`src/rtl/color_encoder.sv`:
```
// Streaming RGB444 -> palette index quantizer: nearest-centroid search over
// palette entries 1..8, one entry per clock, with an optional transparent key.
module color_encoder #(
  parameter logic [11:0] TRANSPARENT_KEY = 12'h000,
  parameter bit          KEY_EN          = 1'b1
) (
  input  logic        clk,
  input  logic        rst_n,
  input  logic        in_valid,
  output logic        in_ready,
  input  logic [11:0] in_rgb,
  input  logic        in_is_b,
  output logic        out_valid,
  input  logic        out_ready,
  output logic [3:0]  out_index,
  output logic [9:0]  out_dist,
  output logic [1:0]  dbg_state
);

  // Handshake: a transfer happens on a rising clk edge where valid && ready;
  // valid never depends on ready, and payload is held while valid && !ready.

  localparam logic [1:0] IDLE = 2'd0;
  localparam logic [1:0] SCAN = 2'd1;
  localparam logic [1:0] DONE = 2'd2;

  logic [1:0]  state;
  logic [3:0]  idx;
  logic [3:0]  best_idx;
  logic [9:0]  best_dist;
  logic [11:0] rgb_q;
  logic        is_b_q;
  logic [9:0]  cur_dist;
  logic        better;

  function automatic logic [11:0] pal_rgb(input logic [3:0] i, input logic b);
    logic [11:0] c;
    case (i)
      4'd1:    c = b ? 12'h8DF : 12'hD42;
      4'd2:    c = b ? 12'h009 : 12'h921;
      4'd3:    c = 12'hFF9;
      4'd4:    c = 12'h210;
      4'd5:    c = 12'h778;
      4'd6:    c = 12'h6B4;
      4'd7:    c = 12'hDD0;
      default: c = 12'hFFF;
    endcase
    return c;
  endfunction

  function automatic logic [7:0] chan_sq(input logic [3:0] a, input logic [3:0] b);
    logic [3:0] d;
    d = (a > b) ? (a - b) : (b - a);
    return {4'd0, d} * {4'd0, d};
  endfunction

  function automatic logic [9:0] sq_dist(input logic [11:0] a, input logic [11:0] b);
    return {2'd0, chan_sq(a[11:8], b[11:8])}
         + {2'd0, chan_sq(a[7:4],  b[7:4])}
         + {2'd0, chan_sq(a[3:0],  b[3:0])};
  endfunction

  assign cur_dist  = sq_dist(rgb_q, pal_rgb(idx, is_b_q));
  // Strict compare: on a tie the earlier (lower) index is kept.
  assign better    = (cur_dist < best_dist);
  assign in_ready  = rst_n && (state == IDLE);
  assign dbg_state = state;

  always_ff @(posedge clk) begin
    if (!rst_n) begin
      state     <= IDLE;
      out_valid <= 1'b0;
      out_index <= 4'd0;
      out_dist  <= 10'd0;
      idx       <= 4'd1;
      best_idx  <= 4'd1;
      best_dist <= 10'h3FF;
      rgb_q     <= 12'h000;
      is_b_q    <= 1'b0;
    end else begin
      case (state)
        IDLE: begin
          if (in_valid) begin
            rgb_q  <= in_rgb;
            is_b_q <= in_is_b;
            if (KEY_EN && (in_rgb == TRANSPARENT_KEY)) begin
              state     <= DONE;
              out_valid <= 1'b1;
              out_index <= 4'd0;
              out_dist  <= 10'd0;
            end else begin
              state     <= SCAN;
              idx       <= 4'd1;
              best_idx  <= 4'd1;
              best_dist <= 10'h3FF;
            end
          end
        end
        SCAN: begin
          if (better) begin
            best_idx  <= idx;
            best_dist <= cur_dist;
          end
          if (idx == 4'd8) begin
            // Fold the final compare straight into the result registers.
            state     <= DONE;
            out_valid <= 1'b1;
            out_index <= better ? idx : best_idx;
            out_dist  <= better ? cur_dist : best_dist;
          end else begin
            idx <= idx + 4'd1;
          end
        end
        DONE: begin
          if (out_ready) begin
            out_valid <= 1'b0;
            state     <= IDLE;
          end
        end
        default: begin
          state     <= IDLE;
          out_valid <= 1'b0;
        end
      endcase
    end
  end

endmodule

```
`config.mk`:
```
export PLATFORM = sky130hd
export DESIGN_NAME = color_encoder
export DESIGN_NICKNAME = d
export VERILOG_FILES = /design/src/rtl/color_encoder.sv
export SDC_FILE = /design/constraint.sdc
export NUM_CORES = 1
export LEC_CHECK = 0
export CELL_PAD_IN_SITES_DETAIL_PLACEMENT = 0
export CELL_PAD_IN_SITES_GLOBAL_PLACEMENT = 1
export CORE_ASPECT_RATIO = 1.4
export CORE_UTILIZATION = 45
export DETAILED_ROUTE_END_ITERATION = 8
export DONT_BUFFER_PORTS = 1
export HOLD_SLACK_MARGIN = 0.02
export PLACE_DENSITY = 0.88
export SYNTH_ARGS = -nofsm -noshare
export SYNTH_HDL_FRONTEND = slang
export SYNTH_SLANG_ARGS = --single-unit
```
`constraint.sdc`:
```
create_clock -name clk -period 7.8 [get_ports clk]
set_input_delay 0.78 -clock clk [delete_from_list [all_inputs] [get_ports clk]]
set_output_delay 0.78 -clock clk [all_outputs]
set_load 0.02 [all_outputs]
```
==> results.sh, run 1 <==
export IMPL_maxCapViolations=0
export IMPL_period_minus_slack_ps=7790
export IMPL_period_share_pct=99.9
export IMPL_clockBufferDepth=2
export IMPL_critPathArrivalTime_ps=7970
export IMPL_endpoint_kind="flop"
export IMPL_synthXorXnorAreaFrac_pct=1.30
export IMPL_final_antenna_net_count=0
export IMPL_clockRootBuffer="clkbuf_16"
export IMPL_first_iter_violations=158
export IMPL_synth_top_cell_by_area="dfxtp_1"
export IMPL_die_w_um=88.5
export IMPL_drive_above_1_share_pct=31.9
export IMPL_htree_levels=2
export IMPL_wirelength_um=12300
export IMPL_rows=43
export IMPL_routed_via_density=5.45
export IMPL_core_area_um2=10100
export IMPL_path_class="flop to flop"
export IMPL_synthFlopType="dfxtp_1"
export IMPL_r2r_setup_slack_ps=7
export IMPL_vias=4308
export IMPL_synth_top_family_by_area="adder cells"
export IMPL_outcome="finished, final reports clean"
export IMPL_yosys_area_share_adder_pct=28.0
export IMPL_drcViolationCount=0
export IMPL_placed_cell_area_um2=5480
export IMPL_synth_area_per_cell_um2=8.39
export IMPL_synth_area_um2=4710
export IMPL_synth_cell_types=63
export IMPL_async_reset_ff_share_pct=0
export IMPL_synth_top_cell_area_share_pct=20.4
export IMPL_critPathSlowestCell="fa_1"
export IMPL_cp_slowest_stage_delay_ps=550
export IMPL_io_pins=35
export IMPL_port_buffer_count=0
export IMPL_synth_area_top_cells="dfxtp_1 (20%), ha_1 (16%), fa_1 (11%)"
export IMPL_antennaDiodeCount=0
export IMPL_critPathMaxFanout=5
export IMPL_synth_simple_gate_area_share_pct=18.1
export IMPL_rsz0062_at_grt="true"
export IMPL_dp_final_hpwl_um=9250
export IMPL_nNetsFinal=761
export IMPL_first_pass_iters=4
export IMPL_hold_violations=0
export IMPL_synthCells=561
export IMPL_cts_sinks=48
export IMPL_cp_common_cell="ha_4"
export IMPL_min_path_type="flop to flop"
export IMPL_grt_antenna_before_repair=0
export IMPL_worst_pin_slew_ps=1120
export IMPL_slew_violations=0
export IMPL_yosys_warnings=0
export IMPL_ys_ff_latch=48
export IMPL_overflow=0
export IMPL_grt_pass1_wl_um=19900
export IMPL_max_freq_mhz=128
export IMPL_crit_path_start_kind="flop"
export IMPL_cp_required_ps=7980
export IMPL_ys_seq_area_share_pct=20.4
export IMPL_cts_tree="built"
export IMPL_synth_edf_count=0
export IMPL_start_util_pct=46.8
export IMPL_insertion_delay_ps=290
export IMPL_final_area_um2=6280
export IMPL_synth_compound_area_share_pct=20.1
export IMPL_die_area_um2=10900
export IMPL_maxSlewHeadroom_pct=25.1
export IMPL_grt_max_degree=26
export IMPL_synth_mux_area_share_pct=3.61
export IMPL_setup_viol=0
export IMPL_syn_nets=667
export IMPL_grt_pass1_vias=4428
export IMPL_cts_buffers=5
export IMPL_fillerInstances=845
export IMPL_fin_skew_ps=7.76
export IMPL_cts_clk_slew_worst_paths_ps=70
export IMPL_areaGrowthSynthToFinish_pct=33.4
export IMPL_die_h_um=123
export IMPL_grt_usage_pct=23.5
export IMPL_gp_routability_congestion=0.894
export IMPL_wl_per_cell_um=15.6
## metal layers
layer | vias up | part of all wire [%] | track usage (%)
li1 | 2104 | - | -
met1 | 2103 | 38 | 24.4
met2 | 72 | 56 | 46.0
met3 | 29 | 3.0 | 2.87
met4 | 0 | 3.1 | 9.68
met5 | - | 0 | 0
## registers in the layout, indices dropped and copies added, names as in the netlist
register	cells
rgb_q	12
best_dist	10
out_dist	10
best_idx	4
idx	4
out_index	4
dbg_state	2
is_b_q	1
out_valid	1
## final timing paths
kind | startpoint | to | depth (start not counted)
setup reg to reg | idx[1] | best_dist[4] | 32
hold / removal | rgb_q[7] | rgb_q[7] | 2
setup / recovery | idx[1] | best_dist[4] | 32
hold reg to reg | rgb_q[7] | rgb_q[7] | 2
## Yosys cell counts (4+ instances only)
master,count
o22a_1,10
a21oi_1,19
a211oi_1,4
nand3_1,6
clkbuf_1,19
mux2i_1,8
nand3b_1,7
a21o_1,4
dfxtp_1,48
a21boi_0,17
or3_1,7
mux2_2,8
nor4_1,4
o21ai_0,19
ha_1,62
nor2_1,35
nor3_1,6
nand2b_1,10
nand2_1,66
fa_1,27
o21a_1,8
xor2_1,4
inv_1,80
o211ai_1,21
nor2b_1,6
## repair_timing
item	in CTS	in global routing
hold buffers	0	0
endpoints found under the setup margin	28	28
buffers inserted	17	11
pin swaps	30	31
gates cloned	1	0
gates resized for setup	58	31
## kinds of logic (layout without fill, tap and decap cells)
| group | after synthesis | in the layout |
|---|---|---|
| fa+ha+maj | 89 | 89 |
| compound gates | 130 | 130 |
| buf+inv | 102 | 197 |
| xor+xnor | 7 | 7 |
| flops | 48 | 48 |
| simple gates | 169 | 169 |
| mux | 16 | 16 |
## through the flow
step,std cells,util (%),TNS (ps),worst slack [ps],hold slack (ps)
after floorplan,561,-,0,2.72,448
after global placement,754,54.5,-4970,-268,468
after detailed placement,754,54.5,-11190,-502,470
after CTS,780,60.2,0,2.45,479
after global routing,791,62.4,-5800,-286,512
final,791,62.4,0,7.47,472
## layout make-up
type | count | area, um2 | share of cell area [%]
multi-input combinational | 411 | 3800 | 60.6
sequential | 48 | 968 | 15.4
timing repair buffer | 109 | 848 | 13.5
inverter | 80 | 305 | 4.86
tap | 135 | 169 | 2.69
clock buffer | 7 | 153 | 2.43
clock inverter | 1 | 30.0 | 0.478
## placed cells by master (no fill, tap or decap), types with 10 or more instances in the layout
| cell | n |
|---|---|
| inv_1 | 75 |
| nor2_1 | 31 |
| o22a_1 | 10 |
| a21boi_0 | 16 |
| buf_4 | 101 |
| fa_1 | 20 |
| ha_1 | 47 |
| dfxtp_1 | 46 |
| nand2_1 | 65 |
| a21oi_1 | 14 |
| o21ai_0 | 11 |
| o211ai_1 | 21 |
## critical path, delay by kind of cell, from the launching register on
family	cells	cell delay [ps]
multiplexers	1	320
flip-flops	1	380
adder cells (fa/ha/maj)	10	3560
buffers and inverters	6	620
AND/OR/NAND/NOR	7	1440
AO/OA/AOI/OAI	8	1350
Power of run 1 is left out: the tool's default activity adds up to more than one toggle a clock period on the data nets, which glitch-free logic cannot reach.
==> inputs of run 2 (changes only) <==
Settings changed: BUFFER_PORTS_ARGS set to -buffer_cell sky130_fd_sc_hd__buf_2, CORE_UTILIZATION 45 to 42, DONT_BUFFER_PORTS 1 to unset, PLACE_DENSITY 0.88 to 0.87.
==> results.sh, run 2 (synthesis results as in run 1) <==
export IMPL_outcome="complete, but fails checks"
export IMPL_violations="negative setup slack"
export IMPL_first_pass_iters=4
export IMPL_worst_pin_slew_ps=1120
export IMPL_first_iter_violations=137
export IMPL_timing_final_ws_setup_ps=-156
export IMPL_final_cell_mix="buf_4 (113), inv_1 (73), nand2_1 (64), ha_1 (48), dfxtp_1 (46)"
export IMPL_dp_final_hpwl_um=9510
export IMPL_crit_path_start_kind="flop"
export IMPL_wirelength_um=13000
export IMPL_grt_pass1_vias=4713
export IMPL_core_area_um2=10900
export IMPL_path_class="flop to flop"
export IMPL_min_path_type="flop to flop"
export IMPL_maxSlewHeadroom_pct=25.6
export IMPL_holdPathEnd="out_dist[7]"
export IMPL_period_minus_slack_ps=7960
export IMPL_cts_clk_slew_worst_paths_ps=70
export IMPL_r2r_end="best_dist[8]"
export IMPL_routed_via_density=5.32
export IMPL_maxCapViolations=0
export IMPL_fin_skew_ps=7.67
export IMPL_drcViolationCount=0
export IMPL_antennaDiodeCount=0
export IMPL_rsz0062_at_grt="true"
export IMPL_max_freq_mhz=126
export IMPL_critPathSlowestCell="fa_2"
export IMPL_vias=4487
export IMPL_critPathMaxFanout=7
export IMPL_ff2ff_path_depth=37
export IMPL_areaGrowthSynthToFinish_pct=39.0
export IMPL_ctsHoldBuffers=0
export IMPL_port_buffer_count=34
export IMPL_gp_routability_congestion=0.939
export IMPL_insertion_delay_ps=300
export IMPL_grt_pass1_wl_um=21500
export IMPL_final_antenna_net_count=0
export IMPL_rows=45
export IMPL_cts_tree="built"
export IMPL_layout_cells_most_common="buf_4"
export IMPL_fin_hold_ws_ps=460
export IMPL_die_area_um2=11600
export IMPL_period_share_pct=102
export IMPL_fillerInstances=893
export IMPL_holdPathStages=2
export IMPL_overflow=0
export IMPL_cp_common_cell="buf_4"
export IMPL_slew_violations=0
export IMPL_critPathArrivalTime_ps=8140
export IMPL_hp_start="out_dist[7]"
export IMPL_reg2reg_from="idx[1]"
export IMPL_grt_usage_pct=22.9
export IMPL_io_pins=35
export IMPL_cp_slowest_stage_delay_ps=560
export IMPL_cts_sinks=48
export IMPL_grt_max_degree=26
export IMPL_wl_per_cell_um=15.5
export IMPL_cp_required_ps=7980
export IMPL_die_h_um=127
export IMPL_nNetsFinal=807
export IMPL_top_register="rgb_q"
export IMPL_clockBufferDepth=2
export IMPL_htree_levels=2
export IMPL_endpoint_kind="flop"
export IMPL_top_regs="rgb_q: 12 flops, best_dist: 10 flops, out_dist: 10 flops"
export IMPL_r2r_setup_slack_ps=-160
export IMPL_setup_viol=17
export IMPL_hold_violations=0
export IMPL_start_util_pct=43.3
export IMPL_clockRootBuffer="clkbuf_16"
export IMPL_die_w_um=91.5
export IMPL_cts_buffers=5
export IMPL_largest_reg_flops=12
export IMPL_drive_above_1_share_pct=36.6
export IMPL_grt_antenna_before_repair=0
==> run 2: cell type report <==
| cell class | count | area [um2] | share of cell area, % |
|---|---|---|---|
| clock buffers | 5 | 125 | 1.91 |
| flip-flops and latches | 48 | 968 | 14.8 |
| inverters | 80 | 308 | 4.70 |
| repair buffers | 155 | 1120 | 17.1 |
| clock inverters | 3 | 41.3 | 0.631 |
| well taps | 141 | 176 | 2.70 |
| multi-input cells | 411 | 3810 | 58.2 |
==> run 2: repair_timing <==
item	4_1_cts	5_1_grt
setup endpoints to repair	28	28
cloned	1	1
gates resized for setup	56	33
pin swaps	43	43
buffers inserted	26	14
==> run 2: critical path: cells and delay by family, from the launching register on <==
family / cells / cell delay [ps]
mux: 2 / 460
fa+ha+maj: 9 / 3180
buf+inv: 10 / 1180
xor+xnor: 1 / 180
compound gates: 10 / 1800
simple gates: 5 / 640
flops: 1 / 380
==> run 2: metrics by stage <==
| stage | instance area [um2] | setup WS, ps | setup TNS, ps | instances | util (%) |
|---|---|---|---|---|---|
| CTS | 6270 | -40.7 | -247 | 828 | 57.7 |
| floorplan | 4830 | 2.72 | 0 | 561 | - |
| detailed placement | 5650 | -571 | -10830 | 793 | 52.0 |
| global placement | 5650 | -324 | -5200 | 793 | 52.0 |
| global route | 6550 | -439 | -9620 | 843 | 60.2 |
| finish | 6550 | -156 | -1470 | 843 | 60.2 |
==> run 2: worst max path at each step <==
| stage | startpoint | to | slack [ps] | cells after the start |
|---|---|---|---|---|
| after floorplan | idx[0] | best_dist[8] | 3 | 34 |
| after global placement | idx[1] | best_dist[9] | -320 | 30 |
| after detailed placement | idx[1] | best_idx[1] | -570 | 29 |
| after CTS | idx[1] | best_dist[8] | -40 | 32 |
| after global routing | idx[1] | best_dist[8] | -440 | 35 |
| final | idx[1] | best_dist[8] | -160 | 37 |
==> run 2: layer usage <==
layer	wire (um)	part of all wire [%]	track usage, %	vias to the layer above
li1	-	-	-	2204
met1	5050	39	24.3	2158
met2	7180	55	43.9	85
met3	286	2.2	2.62	40
met4	527	4.0	11.3	0
met5	0	0	0	-
Power of run 2 is left out for the same reason.
==> inputs of run 3 (changes only) <==
Settings changed: CORE_UTILIZATION 42 to 43, CTS_BUF_LIST set to sky130_fd_sc_hd__clkbuf_4, PLACE_DENSITY 0.87 to 0.89.
==> results.sh, run 3 (synthesis results as in run 1) <==
export IMPL_outcome="complete, but fails checks"
export IMPL_violations="negative setup slack"
export IMPL_maxCapViolations=0
export IMPL_clockBufferDepth=2
export IMPL_critPathLaunch="idx[0]"
export IMPL_cp_slowest_stage_delay_ps=550
export IMPL_fin_util_pct=59.6
export IMPL_nNetsFinal=793
export IMPL_hp_start="out_dist[7]"
export IMPL_cts_buffers=5
export IMPL_setup_viol=21
export IMPL_rsz0062_at_grt="true"
export IMPL_max_freq_mhz=125
export IMPL_overflow=0
export IMPL_first_iter_violations=124
export IMPL_fin_skew_ps=16.6
export IMPL_final_area_um2=6270
export IMPL_timing_final_ws_setup_ps=-194
export IMPL_fin_cells=826
export IMPL_wl_per_cell_um=15.0
export IMPL_wirelength_um=12400
export IMPL_worst_pin_slew_ps=1180
export IMPL_cp_top_family="adder cells"
export IMPL_min_path_type="flop to flop"
export IMPL_hold_violations=0
export IMPL_crit_path_start_kind="flop"
export IMPL_die_w_um=90.4
export IMPL_gp_routability_congestion=0.906
export IMPL_core_area_um2=10500
export IMPL_cp_required_ps=8090
export IMPL_endpoint_kind="flop"
export IMPL_fin_tns_setup_ps=-2460
export IMPL_maxSlewHeadroom_pct=21.2
export IMPL_period_minus_slack_ps=7990
export IMPL_grt_pass1_vias=4624
export IMPL_critPathMaxFanout=5
export IMPL_grt_antenna_before_repair=0
export IMPL_slew_violations=0
export IMPL_critPathBufInv=6
export IMPL_path_class="flop to flop"
export IMPL_start_util_pct=44.8
export IMPL_first_pass_iters=4
export IMPL_cts_clk_slew_worst_paths_ps=140
export IMPL_die_area_um2=11400
export IMPL_cts_tree="built"
export IMPL_grt_usage_pct=22.1
export IMPL_r2r_setup_slack_ps=-190
export IMPL_critPathSlowestCell="fa_2"
export IMPL_dp_cells=792
export IMPL_final_antenna_net_count=0
export IMPL_placed_cell_area_um2=5660
export IMPL_reg2reg_from="idx[0]"
export IMPL_top_register="rgb_q"
export IMPL_period_share_pct=102
export IMPL_areaGrowthSynthToFinish_pct=33.1
export IMPL_top_regs="rgb_q: 12 flops, best_dist: 10 flops, out_dist: 10 flops"
export IMPL_cts_sinks=48
export IMPL_fillerInstances=909
export IMPL_port_buffer_count=34
export IMPL_ctsHoldBuffers=0
export IMPL_dp_final_hpwl_um=9560
export IMPL_drcViolationCount=0
export IMPL_antennaDiodeCount=0
export IMPL_vias=4363
export IMPL_clockRootBuffer="clkbuf_4"
export IMPL_drive_above_1_share_pct=34.4
export IMPL_rows=44
export IMPL_largest_reg_flops=12
export IMPL_layout_cells_most_common="buf_4"
export IMPL_die_h_um=126
export IMPL_cp_common_cell="fa_2"
export IMPL_final_cell_mix="buf_4 (98), inv_1 (74), nand2_1 (64), ha_1 (47), dfxtp_1 (46)"
export IMPL_critPathArrivalTime_ps=8280
export IMPL_io_pins=35
export IMPL_grt_pass1_wl_um=20600
export IMPL_insertion_delay_ps=390
export IMPL_routed_via_density=5.28
export IMPL_grt_max_degree=26
export IMPL_htree_levels=2
run 3: cell count changes in the layout (fill, tap and decap cells not counted), moves of 3 or more:
cell       delta
o21ai_1       +3
ha_2          +3
clkbuf_4      +5
clkbuf_16     -5
nor2_1        -3
nor2_2        +3
buf_4        -15
run 3: path summary, 6_finish.rpt:
kind                       to  depth (start not counted)
setup / recovery  out_dist[9]                         34
hold / removal    out_dist[7]                          2
setup reg to reg  out_dist[9]                         34
hold reg to reg   out_dist[7]                          2
run 3: cell type report:
| type | count | area [um2] | area share, % |
|---|---|---|---|
| repair buffers | 140 | 996 | 15.9 |
| well taps | 138 | 173 | 2.75 |
| multi-input cells | 412 | 3750 | 59.8 |
| clock buffers | 5 | 37.5 | 0.599 |
| flip-flops and latches | 48 | 968 | 15.4 |
| inverters | 80 | 305 | 4.87 |
| clock inverters | 3 | 37.5 | 0.599 |
run 3: worst reg2reg max path: cells and delay by family, from the launching register on:
| kind | cells | cell delay, ps |
|---|---|---|
| mux | 2 | 440 |
| fa+ha+maj | 10 | 3390 |
| xor+xnor | 1 | 140 |
| flops | 1 | 410 |
| buf+inv | 6 | 550 |
| compound gates | 9 | 1580 |
| simple gates | 6 | 1390 |
run 3: metal layers:
layer | vias up | routed length (um) | share of wire [%] | global-route usage (%)
li1 | 2173 | - | - | -
met5 | - | 0 | 0 | 0
met4 | 0 | 398 | 3.2 | 9.77
met2 | 57 | 6740 | 54 | 42.9
met3 | 33 | 203 | 1.6 | 2.42
met1 | 2100 | 5070 | 41 | 23.8
run 3: timing repair:
| item | CTS | global route |
|---|---|---|
| pin swaps | 35 | 33 |
| setup endpoints to repair | 28 | 28 |
| resized for setup | 61 | 23 |
| buffers inserted | 17 | 8 |
| gates cloned | 0 | 2 |
run 3: through the flow:
step	setup WS [ps]	hold WS, ps
floorplan	2.72	448
global placement	-256	443
detailed placement	-526	440
CTS	11.1	477
global route	-422	506
finish	-194	478
Power of run 3 is left out for the same reason.
